===== config.mk =====
export PLATFORM = sky130hd
export DESIGN_NAME = alu_result_tx
export DESIGN_NICKNAME = d
export VERILOG_FILES = /design/src/rtl/alu_result_tx.sv
export SDC_FILE = /design/constraint.sdc
export NUM_CORES = 1
export LEC_CHECK = 0
export CAP_MARGIN = 20
export CELL_PAD_IN_SITES_DETAIL_PLACEMENT = 1
export CELL_PAD_IN_SITES_GLOBAL_PLACEMENT = 1
export CORE_AREA = 8 8 92 94
export CTS_BUF_LIST = sky130_fd_sc_hd__clkbuf_4
export CTS_CLUSTER_SIZE = 20
export DETAILED_ROUTE_END_ITERATION = 8
export DIE_AREA = 0 0 100 102
export DONT_BUFFER_PORTS = 1
export PLACE_DENSITY = 0.66
export SKIP_LAST_GASP = 1
export SLEW_MARGIN = 20
export SYNTH_ARGS = -nofsm -noshare
export SYNTH_HDL_FRONTEND = slang
export SYNTH_SLANG_ARGS = --single-unit

===== constraint.sdc =====
create_clock -name clk -period 2.47 [get_ports clk]
set_input_delay 0.247 -clock clk [delete_from_list [all_inputs] [get_ports clk]]
set_output_delay 0.247 -clock clk [all_outputs]
set_load 0.1 [all_outputs]

===== src/rtl/alu_result_tx.sv =====
// Buffers ALU results ({carry, res}) in a small FIFO and serializes each one
// as a 3-byte, LSB-first frame on a registered valid/ready byte stream.
module alu_result_tx #(
    parameter int FIFO_DEPTH = 2
) (
    input  logic        clk,
    input  logic        rst_n,
    input  logic        res_valid,
    output logic        res_ready,
    input  logic [17:0] res_q,
    input  logic        carry_q,
    output logic [7:0]  out_byte,
    output logic        out_valid,
    input  logic        out_ready,
    output logic        out_last,
    output logic        busy
);

    // state  | meaning
    // IDLE   | nothing in flight, waiting for a FIFO entry
    // ST_B0  | presenting res[7:0]
    // ST_B1  | presenting res[15:8]
    // ST_B2  | presenting {5'b0, carry, res[17:16]}, out_last high
    typedef enum logic [1:0] {IDLE, ST_B0, ST_B1, ST_B2} state_t;

    localparam int AW = $clog2(FIFO_DEPTH);
    localparam int CW = AW + 1;

    logic [18:0]   mem [FIFO_DEPTH];
    logic [AW-1:0] wr_ptr, rd_ptr;
    logic [CW-1:0] count;
    logic          full, empty, push, pop, hs;
    logic [18:0]   head;

    state_t      state, state_nx;
    logic [18:0] hold, hold_nx;
    logic [7:0]  byte_nx;
    logic        valid_nx, last_nx;

    assign full      = (count == CW'(FIFO_DEPTH));
    assign empty     = (count == '0);
    assign res_ready = ~full;
    assign push      = res_valid & ~full;
    assign hs        = out_valid & out_ready;
    assign head      = mem[rd_ptr];
    assign busy      = ~empty | (state != IDLE);

    always_ff @(posedge clk) begin
        if (push)
            mem[wr_ptr] <= {carry_q, res_q};
    end

    // Pointers wrap naturally because FIFO_DEPTH is a power of 2.
    always_ff @(posedge clk or negedge rst_n) begin
        if (!rst_n) begin
            wr_ptr <= '0;
            rd_ptr <= '0;
            count  <= '0;
        end else begin
            if (push)
                wr_ptr <= wr_ptr + AW'(1);
            if (pop)
                rd_ptr <= rd_ptr + AW'(1);
            case ({push, pop})
                2'b10:   count <= count + CW'(1);
                2'b01:   count <= count - CW'(1);
                default: count <= count;
            endcase
        end
    end

    always_ff @(posedge clk or negedge rst_n) begin
        if (!rst_n) begin
            state     <= IDLE;
            hold      <= '0;
            out_byte  <= '0;
            out_valid <= 1'b0;
            out_last  <= 1'b0;
        end else begin
            state     <= state_nx;
            hold      <= hold_nx;
            out_byte  <= byte_nx;
            out_valid <= valid_nx;
            out_last  <= last_nx;
        end
    end

    always_comb begin
        state_nx = state;
        hold_nx  = hold;
        byte_nx  = out_byte;
        valid_nx = out_valid;
        last_nx  = out_last;
        pop      = 1'b0;
        case (state)
            IDLE: begin
                if (!empty) begin
                    pop      = 1'b1;
                    hold_nx  = head;
                    byte_nx  = head[7:0];
                    valid_nx = 1'b1;
                    last_nx  = 1'b0;
                    state_nx = ST_B0;
                end
            end
            ST_B0: begin
                if (hs) begin
                    byte_nx  = hold[15:8];
                    state_nx = ST_B1;
                end
            end
            ST_B1: begin
                if (hs) begin
                    byte_nx  = {5'b0, hold[18:16]};
                    last_nx  = 1'b1;
                    state_nx = ST_B2;
                end
            end
            ST_B2: begin
                // Reload straight from the FIFO so frames run back-to-back.
                if (hs && !empty) begin
                    pop      = 1'b1;
                    hold_nx  = head;
                    byte_nx  = head[7:0];
                    valid_nx = 1'b1;
                    last_nx  = 1'b0;
                    state_nx = ST_B0;
                end else if (hs) begin
                    byte_nx  = '0;
                    valid_nx = 1'b0;
                    last_nx  = 1'b0;
                    state_nx = IDLE;
                end
            end
            default: state_nx = IDLE;
        endcase
    end

endmodule


Word level (Yosys, flattened, before mapping)
Memory sizes are Yosys's and may differ from the RTL's.
Index checks and enable logic that the tools add are counted.
Word-level totals
  register bits after elaboration: 35
  bits in writable memories: 38
  input bits: 23
  logic and storage cells: 70
  memories: 1
Operators by class
  $add $sub $neg: 4
  eq/ne operators: 11
  multiplexer cells: 29
  bitwise gates (word level): 5
  reduce and logical (&&, ||, !) cells: 12
Memory list
  mem: words 2, bits a word 19, rd ports 1, clocked after memory_dff 0, wr ports 1, RTL line 29  | logic [18:0] mem [FIFO_DEPTH];
Operators with widths (count)
  $mux 8: 5
  $mux 19: 2
  $pmux 19 s2: 1
  $pmux 8 s4: 1
  $mux 1: 10
  $mux 2: 5
  $eq 2x2->1 const B: 4
  $ne 2x2->1 const B: 4
  $pmux 2 s4: 1
  $reduce_and 4->1: 2
  $reduce_and 3->1: 2
  $reduce_bool 2->1: 3
  $eq 2x1->1 const B: 2
  $logic_not 2->1: 2
  $pmux 1 s2: 2
  $pmux 2 s2: 1
  $ne 3x3->1 const B: 1
  $pmux 1 s3: 1
  $reduce_bool 3->1: 1
  $add 1x1->1 const B: 2
  $add 2x1->2 const B: 1
  $and 1x1->1: 2
  $not 1->1: 2
  $sub 2x1->2 const B: 1
  3 further kinds: 3

Longest topological paths before layout
Gate-level depths: netlist (run 1).
  depth in word-level cells: 7
  depth in mapped cells: 8

Least setup slack after synthesis (run 1)
No wires, ideal clock.
  kind: register to register
  start: register count[0]
  end: memory mem[0][0] (enable)
  arrival: 2.486 ns
  slack: -0.411 ns
  stages on the path, launching flop included: 5
  cell sequence: dfrtp_1 > clkbuf_1 > nand2b_1 > nand2_1 > nor2_1
On the way
  cells in the longest elaborated chain, start to end: 5
Ends and longest elaborated chain
  start, declared: RTL line 31  | logic [CW-1:0] count;
  start signal, assigned: RTL line 65  | 2'b10: count <= count + CW'(1);
  start signal, assigned: RTL line 66  | 2'b01: count <= count - CW'(1);
  start signal, assigned: RTL line 67  | default: count <= count;
  $eq 2x2->1: RTL line 40  | assign full = (count == CW'(FIFO_DEPTH));
  $not 1->1
  net res_ready: RTL line 9  | output logic res_ready,
  $and 1x1->1: RTL line 43  | assign push = res_valid & ~full;
  $mux 1: RTL line 49  | if (push)
  $mux 1 (implied by the code): RTL line 50  | mem[wr_ptr] <= {carry_q, res_q};
  end, declared: RTL line 29
The timed path passes the listed nets, and every way through them passes these cells.

Worst setup path in the final report (run 1)
  start: register state[0]
  end: register state[1]
On the way
  cells in the longest elaborated chain, start to end: 3
Ends and longest elaborated chain
  start, declared: RTL line 35  | state_t state, state_nx;
  start signal, assigned: RTL line 80  | state <= state_nx;
  $eq 2x2->1, or another cell as far along: RTL line 95  | case (state)
  $ne 3x3->1 (no line) or $ne 2x2->1 (tied branches)
  $reduce_and 4->1 (no line)
Several ways; a longest one is shown, not always the timed one.
A chain may end at the register's enable or synchronous reset.

==> impl_metrics.ini, run 1 <==
[placement]
hpwlAfterDp_um = 3830
io_buffers = 0
routabilityCongestion = 0.842

[drt]
dr.pass1.iters = 4
ant_nets = 0
wl_per_cell_um = 17.2
wl_um = 5460
num_vias = 1604
via_per_inst = 5.04
drc = 0
drt_iter0_markers = 54

[layout]
layout.nets = 244
diodes = 0
multiInputGateArea_um2 = 872
area_growth_syn_to_layout_pct = 20.2
fillers = 698
seq_area_um2 = 1820
layout-drive-gt1-share = 0.315

[synthesis]
synth_xor_area_frac = 0.0160
synth.yosys.seq_area_share = 0.662
yosys.area_share.simple = 0.0310
synth_top_family_by_area = multiplexers
yosys.area.top_type = edfxtp_1
synthMuxAreaShare = 0.129
ys_top_cells_by_count = edfxtp_1, mux2_2, dfrtp_1, a2bb2oi_1, o21ai_0
ys_warn_count = 0
ys.flop_type = edfxtp_1
syn_nets = 205
postSynthCellCount = 175
synth_compound_area_frac = 0.109
synth_area_leaders = edfxtp_1, dfrtp_1, mux2_2, ha_1, a2bb2oi_1
synth-edff-count = 38
synth_cell_types = 31
async_reset_ff_frac = 0.415
yosys.cell_count.top_type = edfxtp_1
synth_seq_cells = 65
synth.avg_cell_area_um2 = 15.7
synth_fa_ha_area_frac = 0.0319
netlist_area_um2 = 2740
synth_top_area_share = 0.416

[cts]
cts_max_level = 3
clock_sinks = 65
clock_latency_ps = 410
clk_pin_slew_ps = 120
post_cts_buffers = 0
cts-root-buf = clkbuf_4
cts_tree = built
cts_buffers = 9
clk_path_buf_depth = 2

[floorplan]
rows = 31
ios = 35
coreArea_um2 = 7060
die_w_um = 100
die_y_um = 102
dieArea_um2 = 10200
start_util = 0.389

[worst_setup_path]
path_cells = inv_1 -> ha_1 -> or3_1 -> a21oi_4 -> mux2_4
startpoint_type = register
cp_slowest_cell = or3_1
arrival_ps = 2540
crit_fanout = 10
setup.worst_path.end_class = register
path_class = reg2reg
required_ps = 2780
max_stage_delay_ps = 560

[min_path]
hold_path.class = in2reg

[grt]
antenna_found_initial = 0
grt-ovfl-total = 0
grt_pass1_vias = 1674
grt_use_total = 0.115
grt_pass1_wl_um = 8660
grt_max_degree = 28

[timing]
fin_crit_ps = 2240
drv_slew = 0
min_period_over_period = 0.906
setup_viol = 0
max_slew_margin = 0.385
worst_pin_slew_ps = 923
whs_ps = 116
rsz0062_at_grt = no
hold_viol = 0
setup_tns_ps = 0
skew_ps = 19.5
max_freq_ghz = 0.447

[job]
max_cap_viol_count = 0

[run_status]
run_status = finished clean
==> stage by stage <==
step           std cells  area, um^2   util  setup WS, ps
6_report             318        3300  0.467           232
5_1_grt              318        3300  0.467           104
4_1_cts              318        3300  0.467           229
3_5_place_dp         281        2940  0.417           256
3_3_place_gp         281        2940  0.417           406
2_1_floorplan        175        2750      -           265
==> state kept, by name (all words and copies together) (netlist names) <==
register	flops
wr_ptr	1
out_valid	1
rd_ptr	1
count	2
out_last	1
mem	38
state	2
out_byte	8
hold	11
==> final timing paths <==
check,startpoint,to,slack [ps],cells past startpoint
max,state[0],state[1],230,5
min in group asynchronous,rst_n,out_byte[5],260,2
max reg2reg,state[0],state[1],230,5
min,res_valid,wr_ptr,120,2
min reg2reg,hold[10],hold[10],530,1
max in group asynchronous,rst_n,hold[16],2040,2
==> routing by layer <==
metal | wire length (um) | part of all wire | up-vias | track usage
met4 | 112 | 0.021 | 0 | 0.0628
met1 | 2340 | 0.43 | 803 | 0.130
met2 | 2740 | 0.50 | 39 | 0.187
met3 | 259 | 0.047 | 10 | 0.0395
met5 | 0 | 0 | - | 0
li1 | - | - | 752 | -
==> layout make-up <==
type | count | share of cell area
flip-flops and latches | 65 | 0.551
multi-input cells | 97 | 0.264
repair buffers | 36 | 0.101
well taps | 99 | 0.0376
clock buffers | 10 | 0.0228
clock inverters | 6 | 0.0178
inverters | 5 | 0.00569
==> placed cells by master (no fill, tap or decap), types with 2 or more instances in the layout <==
cell            n
dfrtp_1        27
nand2_1         3
mux2_2         30
inv_1           5
xnor2_1         3
o21ai_0         9
a22o_2          3
ha_1            7
edfxtp_1       38
a221oi_1        8
xor2_1          2
a2bb2oi_1       9
clkbuf_4       10
a21oi_1         3
dlygate4sd3_1  20
clkinvlp_4      2
buf_4          15
clkinv_2        2
nor3_1          2
nor2_1          3
==> logic make-up after synthesis <==
group,after synthesis
DFF,65
AOI/OAI and AO/OA,38
xor gates and xnor gates,5
and+or+nand+nor,16
muxes,31
buffers and inverters,13
adders and majority gates,7
==> worst max-delay path: cells and delay by family, from the launching register on <==
family	cells	cell delay, ps
mux	1	340
flops	1	460
buf+inv	1	120
fa+ha+maj	1	280
compound gates	1	380
simple gates	1	560
==> repair_timing <==
action | CTS | global route
hold buffers | 21 | 0
hold endpoints to repair | 65 | 0
gates resized for setup | 0 | 0
setup endpoints to repair | 0 | 0
Power of run 1 is not shown: default switching activity piles up to over one toggle a cycle in this logic, so the estimate is an artifact.
==> run 2: changes to the inputs <==
==> constraint.sdc (replaced) <==
create_clock -name clk -period 2.47 [get_ports clk]
set_input_delay 0.6175 -clock clk [delete_from_list [all_inputs] [get_ports clk]]
set_output_delay 0.6175 -clock clk [all_outputs]
set_load 0.1 [all_outputs]
==> impl_metrics.ini, run 2 (synthesis results as in run 1) <==
[timing]
rsz0062_at_grt = no
hold_viol = 0
skew_ps = 8.22
drv_slew = 0
setup_tns_ps = 0
setup_viol = 0
min_period_over_period = 0.944
max_slew_margin = 0.713
fin_crit_ps = 2330
worst_pin_slew_ps = 430
max_freq_ghz = 0.429

[worst_setup_path]
path_class = reg2out
crit_fanout = 5
setup.worst_path.end_class = output port
arrival_ps = 1710
startpoint_type = register
cp_slowest_cell = dfrtp_1
r2r_cells = 5
max_stage_delay_ps = 460
reg2reg_setup_slack_ps = 220
timing.rr.start = state[0]
required_ps = 1850
path_cells = inv_2 -> ha_2 -> nor3b_4 -> inv_1 -> buf_4
r2r-end = state[1]

[layout]
layout.nets = 226
largest_registers = mem (38), hold (11), out_byte (8)
seq_area_um2 = 1820
final_cell_mix = edfxtp_1, mux2_2, dfrtp_1, buf_4
multiInputGateArea_um2 = 881
fillers = 712
layout_commonest_cell = edfxtp_1
layout-drive-gt1-share = 0.358
largest_register = mem
area_growth_syn_to_layout_pct = 15.3
diodes = 0
largest_register_ffs = 38

[grt]
antenna_found_initial = 0
grt-ovfl-total = 0
grt_pass1_vias = 1631
grt_pass1_wl_um = 8520
grt_max_degree = 28
grt_use_total = 0.114

[drt]
drc = 0
wl_um = 5460
drt_iter0_markers = 42
via_per_inst = 5.07
ant_nets = 0
num_vias = 1522
dr.pass1.iters = 4
wl_per_cell_um = 18.2

[floorplan]
coreArea_um2 = 7060
die_w_um = 100
die_y_um = 102
ios = 35
rows = 31
start_util = 0.389
dieArea_um2 = 10200

[job]
max_cap_viol_count = 0

[cts]
cts-root-buf = clkbuf_4
cts_max_level = 3
cts_buffers = 9
clk_pin_slew_ps = 100
cts_tree = built
clock_latency_ps = 390
clock_sinks = 65
clk_path_buf_depth = 2
post_cts_buffers = 0

[placement]
routabilityCongestion = 0.842
hpwlAfterDp_um = 3900
io_buffers = 0

[run_status]
run_status = finished clean

[min_path]
hold_path.class = in2async
run 2: worst max path at each step:
stage               startpoint        to
floorplan             state[0]      busy
finish                state[0]      busy
global placement      state[0]  state[1]
detailed placement    state[0]  state[1]
global route          state[0]      busy
CTS                   state[0]      busy
run 2: area by class of cell:
| cell class | instances | area share |
|---|---|---|
| Inverter | 5 | 0.00593 |
| Clock inverter | 7 | 0.0344 |
| Timing Repair Buffer | 18 | 0.0467 |
| Clock buffer | 9 | 0.0214 |
| Sequential cell | 65 | 0.574 |
| Multi-Input combinational cell | 97 | 0.278 |
| Tap cell | 99 | 0.0391 |
run 2: metal layers:
metal | up-vias | share of wire | GRT usage
li1 | 726 | - | -
met1 | 760 | 0.41 | 0.123
met2 | 28 | 0.51 | 0.190
met3 | 8 | 0.058 | 0.0402
met4 | 0 | 0.019 | 0.0663
met5 | - | 0 | 0
run 2: stage by stage:
stage | cells | hold slack, ps | util | setup slack (ps) | area, um^2
2_1_floorplan | 175 | 322 | - | 195 | 2750
3_3_place_gp | 283 | 323 | 0.419 | 407 | 2960
3_5_place_dp | 283 | 323 | 0.419 | 205 | 2960
4_1_cts | 300 | 2.47 | 0.447 | 4.30 | 3160
5_1_grt | 300 | 8.48 | 0.448 | 25.0 | 3160
6_report | 300 | 28.1 | 0.448 | 138 | 3160
run 2: what timing repair did:
item                                    CTS  global route
gates resized for setup                   0             4
endpoints found under the setup margin    0             1
hold buffers                              1             0
hold endpoints to repair                 27             0
run 2: critical path: cells and delay by family, from the launching register on:
family | cells | cell delay, ps
DFF | 1 | 460
and+or+nand+nor | 1 | 230
adders and majority gates | 1 | 210
buffers and inverters | 3 | 410
Power of run 2 is left out for the same reason.
==> run 3: changes to the inputs <==
- HOLD_SLACK_MARGIN: not set -> 0.15
==> impl_metrics.ini, run 3 (synthesis results as in run 1) <==
[cts]
cts_max_level = 3
cts_tree = built
clock_latency_ps = 390
post_cts_buffers = 0
cts-root-buf = clkbuf_4
cts_buffers = 9
clk_pin_slew_ps = 100
clock_sinks = 65
clk_path_buf_depth = 2

[worst_setup_path]
required_ps = 1850
cp_slowest_cell = dfrtp_1
setup.worst_path.end_class = output port
path_class = reg2out
startpoint_type = register
critPathTopFamily = flip-flops
arrival_ps = 1720
cp_num_buf_inv = 3
path_cells = inv_2 -> ha_2 -> nor3b_4 -> inv_1 -> buf_4
max_stage_delay_ps = 460
crit_fanout = 5

[drt]
drt_iter0_markers = 38
wl_um = 5440
ant_nets = 0
dr.pass1.iters = 4
num_vias = 1520
via_per_inst = 5.05
drc = 0
wl_per_cell_um = 18.1

[grt]
grt_pass1_vias = 1639
grt_use_total = 0.113
grt_pass1_wl_um = 8510
antenna_found_initial = 0
grt-ovfl-total = 0
grt_max_degree = 28

[timing]
max_slew_margin = 0.714
min_period_over_period = 0.944
setup_slack_ps = 137
whs_ps = 312
skew_ps = 9.45
drv_slew = 0
rsz0062_at_grt = no
max_freq_ghz = 0.429
setup_tns_ps = 0
worst_pin_slew_ps = 429
fin_crit_ps = 2330
setup_viol = 0
hold_viol = 0

[placement]
pre_cts_slack_ps = 205
routabilityCongestion = 0.842
hpwlAfterDp_um = 3900
io_buffers = 0

[layout]
largest_register = mem
layout-drive-gt1-share = 0.356
area_growth_syn_to_layout_pct = 15.7
largest_register_ffs = 38
diodes = 0
layout.nets = 227
layout_commonest_cell = edfxtp_1
fillers = 710
final_cell_mix = edfxtp_1, mux2_2, dfrtp_1, buf_4
largest_registers = mem (38), hold (11), out_byte (8)

[floorplan]
rows = 31
coreArea_um2 = 7060
ios = 35
dieArea_um2 = 10200
start_util = 0.389
die_y_um = 102
die_w_um = 100

[min_path]
hold_path.class = in2reg

[run_status]
run_status = finished clean

[job]
max_cap_viol_count = 0
## run 3: worst register-to-register path: stages, from the launching register on
cell and delay [ps]:
dfrtp_1 460, inv_2 100, ha_1 270, or3_1 570, a21oi_4 390, mux2_4 340
## run 3: metrics by stage
stage / util / std cells / area (um^2)
after floorplan: - / 175 / 2750
after global placement: 0.419 / 283 / 2960
after detailed placement: 0.419 / 283 / 2960
after CTS: 0.448 / 301 / 3170
after global routing: 0.450 / 301 / 3170
final: 0.450 / 301 / 3170
## run 3: worst paths after layout
kind,cells after the start,slack (ps),to,from
setup reg to reg,5,220,state[1],state[0]
hold / removal,0,310,mem[0][11],res_q[11]
min in group asynchronous,2,650,count[1],rst_n
max in group asynchronous,2,1670,out_byte[1],rst_n
setup / recovery,5,140,busy,state[0]
hold reg to reg,1,520,hold[18],hold[18]
## run 3: what timing repair did
item | in CTS | in global routing
hold endpoints to repair | 27 | 0
hold buffers | 2 | 0
gates resized for setup | 0 | 4
endpoints found under the setup margin | 0 | 1
## run 3: cell type report
cell class,count,area [um^2],area share
clock buffers,9,67.6,0.0213
clock inverters,7,109,0.0343
inverters,5,18.8,0.00591
multi-input cells,97,881,0.277
flip-flops and latches,65,1820,0.572
well taps,99,124,0.0390
repair buffers,19,158,0.0497
## run 3: layer usage
layer / track usage / share of wire
met2: 0.189 / 0.51
met4: 0.0663 / 0.019
met1: 0.123 / 0.41
met5: 0 / 0
met3: 0.0402 / 0.061
Power of run 3 is left out for the same reason.
